### src/rtl/keypad_event_scanner.sv
// Purpose: 4x4 matrix keypad scanner. It drives the columns, synchronizes and debounces the rows, and emits key events.
// Latency: a press is reported 2 + (DEBOUNCE_CNT-1..DEBOUNCE_CNT+4)*SCAN_DIV cycles after row settles; a release is reported about DEBOUNCE_CNT*SCAN_DIV cycles after.
// Backpressure: none; key_valid is a fire-and-forget strobe, so the consumer must take key_code in that cycle.
// Optional feature: define KEY_REPEAT_EN to re-strobe key_valid every REPEAT_CNT samples while a key is held.
module keypad_event_scanner #(
   parameter int SCAN_DIV     = 1000,
   parameter int DEBOUNCE_CNT = 8,
   parameter int REPEAT_CNT   = 250
) (
   input  logic       clk,
   input  logic       reset,
   input  logic [3:0] row,
   output logic [3:0] shift_col,
   output logic [3:0] key_code,
   output logic       key_valid,
   output logic [3:0] key_level,
   output logic       key_held
);

   localparam int DW = $clog2(SCAN_DIV);
   localparam int MW = $clog2(DEBOUNCE_CNT + 1);
   localparam logic [DW-1:0] DIV_LAST = DW'(SCAN_DIV - 1);
   localparam logic [MW-1:0] DB_LAST  = MW'(DEBOUNCE_CNT - 1);

   localparam logic [1:0] S_SCAN     = 2'd0;
   localparam logic [1:0] S_DEBOUNCE = 2'd1;
   localparam logic [1:0] S_PRESSED  = 2'd2;

   logic [3:0]    row_m, row_s;
   logic [DW-1:0] div_cnt;
   logic          sample;
   logic [1:0]    state;
   logic [1:0]    col_idx;
   logic [1:0]    cand_row;
   logic [MW-1:0] match;
   logic [MW-1:0] rel;
   logic          cls_single, cls_none;
   logic [1:0]    row_idx;

`ifdef KEY_REPEAT_EN
   localparam int RW = $clog2(REPEAT_CNT + 1);
   localparam logic [RW-1:0] RPT_LAST = RW'(REPEAT_CNT - 1);
   logic [RW-1:0] rpt;
`endif

   // The column index is the only scan state; the one-cold drive is decoded from it.
   assign shift_col = ~(4'b0001 << col_idx);
   assign sample    = (div_cnt == DIV_LAST);

   // Two-flop synchronizer for the asynchronous row returns. It idles at "no key".
   always_ff @(posedge clk or negedge reset) begin
      if (!reset) begin
         row_m <= 4'hF;
         row_s <= 4'hF;
      end else begin
         row_m <= row;
         row_s <= row_m;
      end
   end

   // Sample divider: one row sample every SCAN_DIV cycles.
   always_ff @(posedge clk or negedge reset) begin
      if (!reset)
         div_cnt <= '0;
      else if (sample)
         div_cnt <= '0;
      else
         div_cnt <= div_cnt + 1'b1;
   end

   // Classify the synchronized rows as a single key (with its index), no key, or several keys.
   always_comb begin
      cls_single = 1'b0;
      cls_none   = 1'b0;
      row_idx    = 2'd0;
      case (row_s)
         4'b1110: begin cls_single = 1'b1; row_idx = 2'd0; end
         4'b1101: begin cls_single = 1'b1; row_idx = 2'd1; end
         4'b1011: begin cls_single = 1'b1; row_idx = 2'd2; end
         4'b0111: begin cls_single = 1'b1; row_idx = 2'd3; end
         4'b1111: cls_none = 1'b1;
         default: ;
      endcase
   end

   // Scan / debounce / held state machine. It acts only on sample cycles and emits the key events.
   always_ff @(posedge clk or negedge reset) begin
      if (!reset) begin
         state     <= S_SCAN;
         col_idx   <= 2'd0;
         cand_row  <= 2'd0;
         match     <= '0;
         rel       <= '0;
         key_code  <= 4'h0;
         key_valid <= 1'b0;
         key_level <= 4'h0;
         key_held  <= 1'b0;
`ifdef KEY_REPEAT_EN
         rpt       <= '0;
`endif
      end else begin
         key_valid <= 1'b0;
         if (sample) begin
            case (state)
               S_SCAN: begin
                  if (cls_single) begin
                     // Park on this column and start counting matching samples.
                     cand_row <= row_idx;
                     match    <= MW'(1);
                     state    <= S_DEBOUNCE;
                  end else begin
                     col_idx <= col_idx + 2'd1;
                  end
               end
               S_DEBOUNCE: begin
                  if (cls_single && (row_idx == cand_row)) begin
                     if (match == DB_LAST) begin
                        key_valid <= 1'b1;
                        key_code  <= {cand_row, col_idx};
                        key_level <= {cand_row, col_idx};
                        key_held  <= 1'b1;
                        rel       <= '0;
                        state     <= S_PRESSED;
`ifdef KEY_REPEAT_EN
                        rpt       <= '0;
`endif
                     end else begin
                        match <= match + 1'b1;
                     end
                  end else begin
                     // The candidate did not hold. Drop it silently and move on.
                     match   <= '0;
                     state   <= S_SCAN;
                     col_idx <= col_idx + 2'd1;
                  end
               end
               S_PRESSED: begin
                  // Only a run of consecutive all-released samples ends the press.
                  // Any other key in this column just restarts that run.
                  if (cls_none) begin
                     if (rel == DB_LAST) begin
                        key_level <= 4'h0;
                        key_held  <= 1'b0;
                        rel       <= '0;
                        match     <= '0;
                        state     <= S_SCAN;
                        col_idx   <= col_idx + 2'd1;
                     end else begin
                        rel <= rel + 1'b1;
                     end
                  end else begin
                     rel <= '0;
                  end
`ifdef KEY_REPEAT_EN
                  if (cls_none)
                     rpt <= '0;
                  else if (rpt == RPT_LAST) begin
                     key_valid <= 1'b1;
                     rpt       <= '0;
                  end else
                     rpt <= rpt + 1'b1;
`endif
               end
               default: state <= S_SCAN;
            endcase
         end
      end
   end

endmodule

### config.mk
export PLATFORM = sky130hd
export DESIGN_NAME = keypad_event_scanner
export DESIGN_NICKNAME = d
export VERILOG_FILES = /design/src/rtl/keypad_event_scanner.sv
export SDC_FILE = /design/constraint.sdc
export NUM_CORES = 1
export LEC_CHECK = 0
export BUFFER_PORTS_ARGS = -buffer_cell sky130_fd_sc_hd__buf_2
export CELL_PAD_IN_SITES_DETAIL_PLACEMENT = 1
export CELL_PAD_IN_SITES_GLOBAL_PLACEMENT = 1
export CORE_ASPECT_RATIO = 0.75
export CORE_UTILIZATION = 30
export DETAILED_ROUTE_END_ITERATION = 6
export PLACE_DENSITY_LB_ADDON = 0.1
export SLEW_MARGIN = 10
export SYNTH_ARGS = -nofsm -noshare
export SYNTH_HDL_FRONTEND = slang
export SYNTH_SLANG_ARGS = --single-unit
### constraint.sdc
create_clock -name clk -period 4.5 [get_ports clk]
set_clock_uncertainty 0.15 [all_clocks]
set_input_delay 0.9 -clock clk [delete_from_list [all_inputs] [get_ports clk]]
set_output_delay 0.9 -clock clk [all_outputs]
set_load 0.01 [all_outputs]
* After elaboration in Yosys (flattened, before gate mapping)
Index checks and enable logic that the tools add are counted.
** Storage, ports and cells
- Register bits :: 42
- Input port bits :: 6
- Output and inout port bits :: 14
- Word-level logic and storage cells :: 88
** Operators by class
- $add $sub $neg :: 4
- Eq/ne operators :: 20
- Shifts and indexed selects :: 1
- Mux-type cells :: 38
- Bitwise logic cells :: 1
- Reduce and logical (&&, ||, !) cells :: 12
** Operator list (number)
- two-way mux 4 bit :: 11
- two-way mux 2 bit :: 9
- one-hot mux 2 bit (3 select lines) :: 3
- AND reduction 6 bit :: 3
- == test 4 bit (second input constant) :: 4
- one-hot mux 4 bit (2 select lines) :: 2
- != test 2 bit (second input constant) :: 7
- == test 4 x 3 -> 1 bit (second input constant) :: 3
- one-hot mux 4 bit (3 select lines) :: 1
- adder 10 x 1 -> 10 bit (second input constant) :: 1
- == test 10 bit (second input constant) :: 1
- two-way mux 1 bit :: 10
- two-way mux 10 bit :: 1
- adder 4 x 1 -> 4 bit (second input constant) :: 2
- AND reduction 4 bit :: 2
- != test 3 bit (second input constant) :: 2
- AND reduction 5 bit :: 1
- inverter 4 bit :: 1
- OR reduction 4 bit :: 1
- << shifter 1 x 2 -> 4 bit (first input constant) :: 1
- AND reduction 3 bit :: 1
- nonzero test 3 bit :: 1
- adder 2 x 1 -> 2 bit (second input constant) :: 1
- == test 2 x 1 -> 1 bit (second input constant) :: 1
- other kinds (6) :: 6

* Logic depth before layout (Yosys ltp)
- Depth after elaboration :: 7
- Gate-level depth with buffers :: 7
- Depth with buffers taken out :: 7

* Worst setup path after synthesis
Ideal clock, no wire load.
- Path kind :: flip-flop to flip-flop
- From :: register row_s[3]
- To :: register col_idx[1]
- Library setup time :: 0.125 ns
- Arrival :: 2.104 ns
- Data required time :: 4.225 ns
- Setup slack :: 2.121 ns
- Cell stages (with the launch flop) :: 7
- Buffers on the path :: 1
- Clock period less this slack :: 2.379 ns
- Cell sequence :: dfstp_2 -> buf_4 -> and3b_2 -> o2111a_1 -> o21ai_0 -> nor4b_1 -> mux2_2
** On the way
- Word-level cells in the longest chain between the ends :: 6
- Elaborated cells between the ends (all ways) :: 15
- Those cells by class :: 9 x eq/ne; 3 x mux; 3 x reduce/logical
** RTL lines
- from (decl) :: RTL line 29 : logic [3:0] row_m, row_s;
- from (signal assigned) :: RTL line 57 : row_s <= row_m;
- == test 4 x 3 -> 1 bit or == test 4 bit (tied branches) :: RTL line 76 : case (row_s)
- one-hot mux 2 bit (3 select lines) or OR reduction 4 bit (tied branches)
- == test 2 bit or two-way mux 1 bit (tied branches) :: RTL line 116, 76
- logical AND 1 bit :: RTL line 116 : if (cls_single && (row_idx == cand_row)) begin
- != test 2 bit (no source line)
- AND reduction 6 bit (no source line) (*)
- to (signal assigned) :: RTL line 112 : col_idx <= col_idx + 2'd1;
- to (signal assigned) :: RTL line 134 : col_idx <= col_idx + 2'd1;
- to (signal assigned) :: RTL line 147 : col_idx <= col_idx + 2'd1;
- to (decl) :: RTL line 33 : logic [1:0] col_idx;
Mark *: on every way between the ends. The rest lies on a longest branch, timed or not.
A chain may end at the register's enable or synchronous reset.

* Worst setup path after layout
- From :: register row_s[1]
- To :: register key_level[1]
** On the way
- Word-level cells in the longest chain between the ends :: 6
- Elaborated cells between the ends (all ways) :: 14
- Those cells by class :: 8 x eq/ne; 3 x mux; 3 x reduce/logical
** RTL lines
- == test 4 x 3 -> 1 bit or == test 4 bit (tied branches) :: RTL line 76
- one-hot mux 2 bit (3 select lines) or OR reduction 4 bit (tied branches)
- == test 2 bit or two-way mux 1 bit (tied branches) :: RTL line 116, 76
- logical AND 1 bit :: RTL line 116
- != test 2 bit (no source line)
- AND reduction 6 bit (no source line) (*)
- to (signal assigned) :: RTL line 120 : key_level <= {cand_row, col_idx};
- to (decl) :: RTL line 16 : output logic [3:0] key_level,
Marks and branches as above.

==> results.txt <==
The tools report the initial antenna violation count as 0. Once the clock tree was built, the resizer swapped 0 gates to a different size. The portion of the clock cycle consumed by the worst path in the final layout came out at 67.1%. The logs give 2 for the H-tree depth and 50 for the number of distinct library cells after synthesis.

On the final layout, the worst hold slack is 0.204 ns. The run gives 0 as the number of hold buffers added after CTS. The top cell types in the final layout, fill and taps aside, are 34 x sky130_fd_sc_hd__dfrtp_1, 19 x sky130_fd_sc_hd__buf_2, 15 x sky130_fd_sc_hd__inv_1, 15 x sky130_fd_sc_hd__nor2_1, 13 x sky130_fd_sc_hd__nand2_1.

The TritonCTS buffer count is 5, and the clock-pin transition on the worst setup and hold timing paths is 0.09 ns. The maximum fanout along the worst path is 11. Final critical-path required period: 3.02 ns. Counting flops with a built-in enable in the synthesized netlist gives 0. The run gives 220 as the synthesized netlist net count. The via count normalized by instance count was 4.90; the total placed instance area was 2350 µm². After detailed routing, the average wire length per cell comes to 15.5 µm. The worst setup path is launched from a flip-flop.

The critical path's slowest cell is sky130_fd_sc_hd__a21boi_1. The tools report the number of nets at the end of the flow as 241. The tools report the global-route wire length before repair as 8220 µm.

Sum of negative setup slack: 0 ns. The tools report the clock latency on the worst-skew pair as 0.31 ns. The most common library cell in the layout ignoring fill and taps is sky130_fd_sc_hd__dfrtp_1. The async set or reset register ratio after synthesis was 100%; the violation count after the first detailed-route iteration was 22.

The flow ran to the end, and the final reports show no timing, DRC or antenna violations. The combined area of all synthesized cells is 2160 µm², and the final global-route overflow total is 0. The portion of the post-synthesis area used by sequential elements was 49.1%. The logs give 4 for the number of optimization iterations in the first detailed-route pass and 0 for the number of diodes added for antenna fixing. In this run the horizontal extent of the chip is 100 µm. The path class of the tightest hold or removal check is flip-flop to flip-flop.

After detailed routing, the number of remaining DRC violations is 0. The tools report the max-slew violation total from the final report as 0. The tools report the total number of clock tree sinks as 42. The kind of capture point of the worst setup path was a flip-flop.

The tools report the achievable frequency as 0.331 GHz. In this run the static leakage power is 1.14 nW. The internal power of the cells totals 0.000555 W.

At the pin with the least slew margin, the transition time is 0.976 ns. The initial utilization of the core area, before any placement, comes to 31.3%. The run gives 0.000157 W as the net switching power. The number of buffers inserted by port buffering came out at 19. In the final layout, flip-flops and latches occupy 1060 µm².

The fill cell total of the finished layout came out at 793. The height of the chip was 75.5 µm; the total track usage was 14.5%. The longest individual stage delay on the worst path came out at 0.63 ns.

Top-level I/O count: 20. In this run the tightest slew margin relative to its limit is 34.9%. sky130_fd_sc_hd__dfrtp_1 takes more of the synthesized area than any other cell.

For the clock network fraction of design power, the log shows 42.9%. The average size of a mapped cell is 10.7 µm². The required time reported for the critical path endpoint was 4.55 ns; the switching share of power was 22.0%.

The tools report the maximum clock path buffer count as 2. Ranked by total cell area, the synthesized netlist is headed by sky130_fd_sc_hd__dfrtp_1 39%, sky130_fd_sc_hd__dfstp_2 9.7%, sky130_fd_sc_hd__ha_1 6.4%. The critical setup path kind is flip-flop to flip-flop. The core region is 6900 µm². After routing the design area is 2460 µm².

Synthesis inferred 42 register bits. The post-route total power came out at 0.000712 W. The tool flagged a number of max-cap violations equal to 0. The tools report the relative contribution of sequential cells to total power as 54.5%.

The die covers 7550 µm². The final RePlAce weighted congestion was 0.799; the arrival time reported for the critical path endpoint was 3.06 ns. VDD sags by at most 0.130 mV. The fraction of synthesized cell area taken by the top area cell type works out to 39.4%. Setup violations remaining at the end of the flow were counted as 0. For this design the ratio of total power to cell area is 289 nW/µm². After clock tree synthesis, the setup repair step added 0 buffers.

The run gives 3700 µm as the estimated wirelength of the detail-placed design. The run gives 1602 as the number of global-route vias before repair. In this run the clock root is driven by a sky130_fd_sc_hd__clkbuf_8.

After detailed routing, the total wire length is 5000 µm. Relative to the synthesized area, the layout overhead comes to 13.8%. The number of instances in the synthesized netlist is 203.

During synthesis, Yosys emitted a total of 0 warnings. The ratio of cells with drive above 1 in the final layout was 20.9%; the count of endpoints failing hold in the final timing report was 0. Walking the worst path, the cells encountered are or3b_1 > a211o_1 > a21boi_1 > o21ai_0 > a221o_1. Setup repair after global routing left no endpoint under its margin. The pin count of the biggest net entering global routing came out at 43. The most used flip-flop cell after synthesis is sky130_fd_sc_hd__dfrtp_1.

Multi-input combinational cell area: 1020 µm². The vias after detailed routing was 1584; the number of rows in the core area was 26. The detail route stage leaves a number of antenna-violating nets equal to 0. TritonCTS built the clock tree. In this run, the combinational gates consume 2.6% of the power.
[area by class of cell]
type                       count  area share [%]
tap                           98            4.98
timing repair buffer          19            3.86
multi-input combinational    141            41.3
sequential                    42            43.1
inverter                      15            2.29
clock inverter                 2            1.53
clock buffer                   6            2.95
[path summary, 6_finish.rpt]
check | start | to | slack, ns | cells past startpoint
worst min register to register | row_m[1] | row_s[1] | 0.20 | 0
worst max-delay path | row_s[1] | key_level[1] | 1.48 | 5
min in group asynchronous | reset | div_cnt[2] | 0.59 | 1
worst min-delay path | row_m[1] | row_s[1] | 0.20 | 0
worst max register to register | row_s[1] | key_level[1] | 1.48 | 5
max in group asynchronous | reset | match[3] | 2.98 | 1
[through the flow]
step	worst slack, ns	instances	util (%)
final	1.48	323	35.7
after detailed placement	1.49	315	34.1
after global routing	1.31	323	35.7
after floorplan	2.12	203	-
after CTS	1.44	323	35.7
after global placement	1.68	315	34.1
[cells in the mapped netlist (2+ instances only)]
cell / n
sky130_fd_sc_hd__dfrtp_1: 34
sky130_fd_sc_hd__inv_1: 15
sky130_fd_sc_hd__nor2_1: 15
sky130_fd_sc_hd__nand2_1: 13
sky130_fd_sc_hd__ha_1: 11
sky130_fd_sc_hd__o21ai_0: 10
sky130_fd_sc_hd__and3_1: 8
sky130_fd_sc_hd__dfstp_2: 8
sky130_fd_sc_hd__mux2_2: 8
sky130_fd_sc_hd__nand3_1: 8
sky130_fd_sc_hd__xnor2_1: 6
sky130_fd_sc_hd__a21oi_1: 5
sky130_fd_sc_hd__a221o_1: 4
sky130_fd_sc_hd__xor2_1: 4
sky130_fd_sc_hd__and2_1: 3
sky130_fd_sc_hd__nand3b_1: 3
sky130_fd_sc_hd__nand4b_1: 3
sky130_fd_sc_hd__nor3_1: 3
sky130_fd_sc_hd__nor3b_1: 3
sky130_fd_sc_hd__a211oi_1: 2
sky130_fd_sc_hd__buf_4: 2
sky130_fd_sc_hd__nor2b_1: 2
sky130_fd_sc_hd__o2111a_1: 2
sky130_fd_sc_hd__o2111ai_1: 2
sky130_fd_sc_hd__o21ai_1: 2
sky130_fd_sc_hd__o31a_1: 2
sky130_fd_sc_hd__o31ai_1: 2
[routing by layer]
layer / global-route usage, % / routed length [µm] / vias to the layer above / part of all wire (%)
met5: 0 / 0 / - / 0
met2: 22.7 / 2090 / 27 / 42
met1: 19.8 / 2630 / 780 / 53
met4: 5.48 / 85 / 0 / 1.7
li1: - / - / 768 / -
met3: 3.49 / 198 / 9 / 4.0
[worst max-delay path: cells and delay by family, from the launching register on]
| family | cells | cell delay (ns) |
|---|---|---|
| flops | 1 | 0.60 |
| compound gates | 4 | 1.77 |
| simple gates | 1 | 0.39 |
[power groups by stage]
stage	logic [W]	clock network (W)	registers, W
2_1_floorplan	0.00000943	0	0.000393
3_3_place_gp	0.0000186	0	0.000395
3_5_place_dp	0.0000196	0	0.000395
4_1_cts	0.0000198	0.000320	0.000388
5_1_grt	0.0000213	0.000335	0.000389
6_report	0.0000186	0.000306	0.000388
[sequential cells by signal, indices dropped and copies added (netlist names), 2 cells and up]
name       count
cand_row       2
col_idx        2
div_cnt       10
key_code       4
key_level      4
match          4
rel            4
row_m          4
row_s          4
state          2
[cells by family (layout without fill, tap and decap cells)]
family | after synthesis | after routing | share of synthesized area [%]
adder cells (fa/ha/maj) | 11 | 11 | 6.37
buffers and inverters | 20 | 42 | 3.93
multiplexers | 9 | 9 | 4.63
XOR/XNOR | 10 | 10 | 4.05
AO/OA/AOI/OAI | 40 | 40 | 13.5
AND/OR/NAND/NOR | 71 | 71 | 18.5
flip-flops | 42 | 42 | 49.1
No activity file was read; power rests on OpenSTA's default activity.
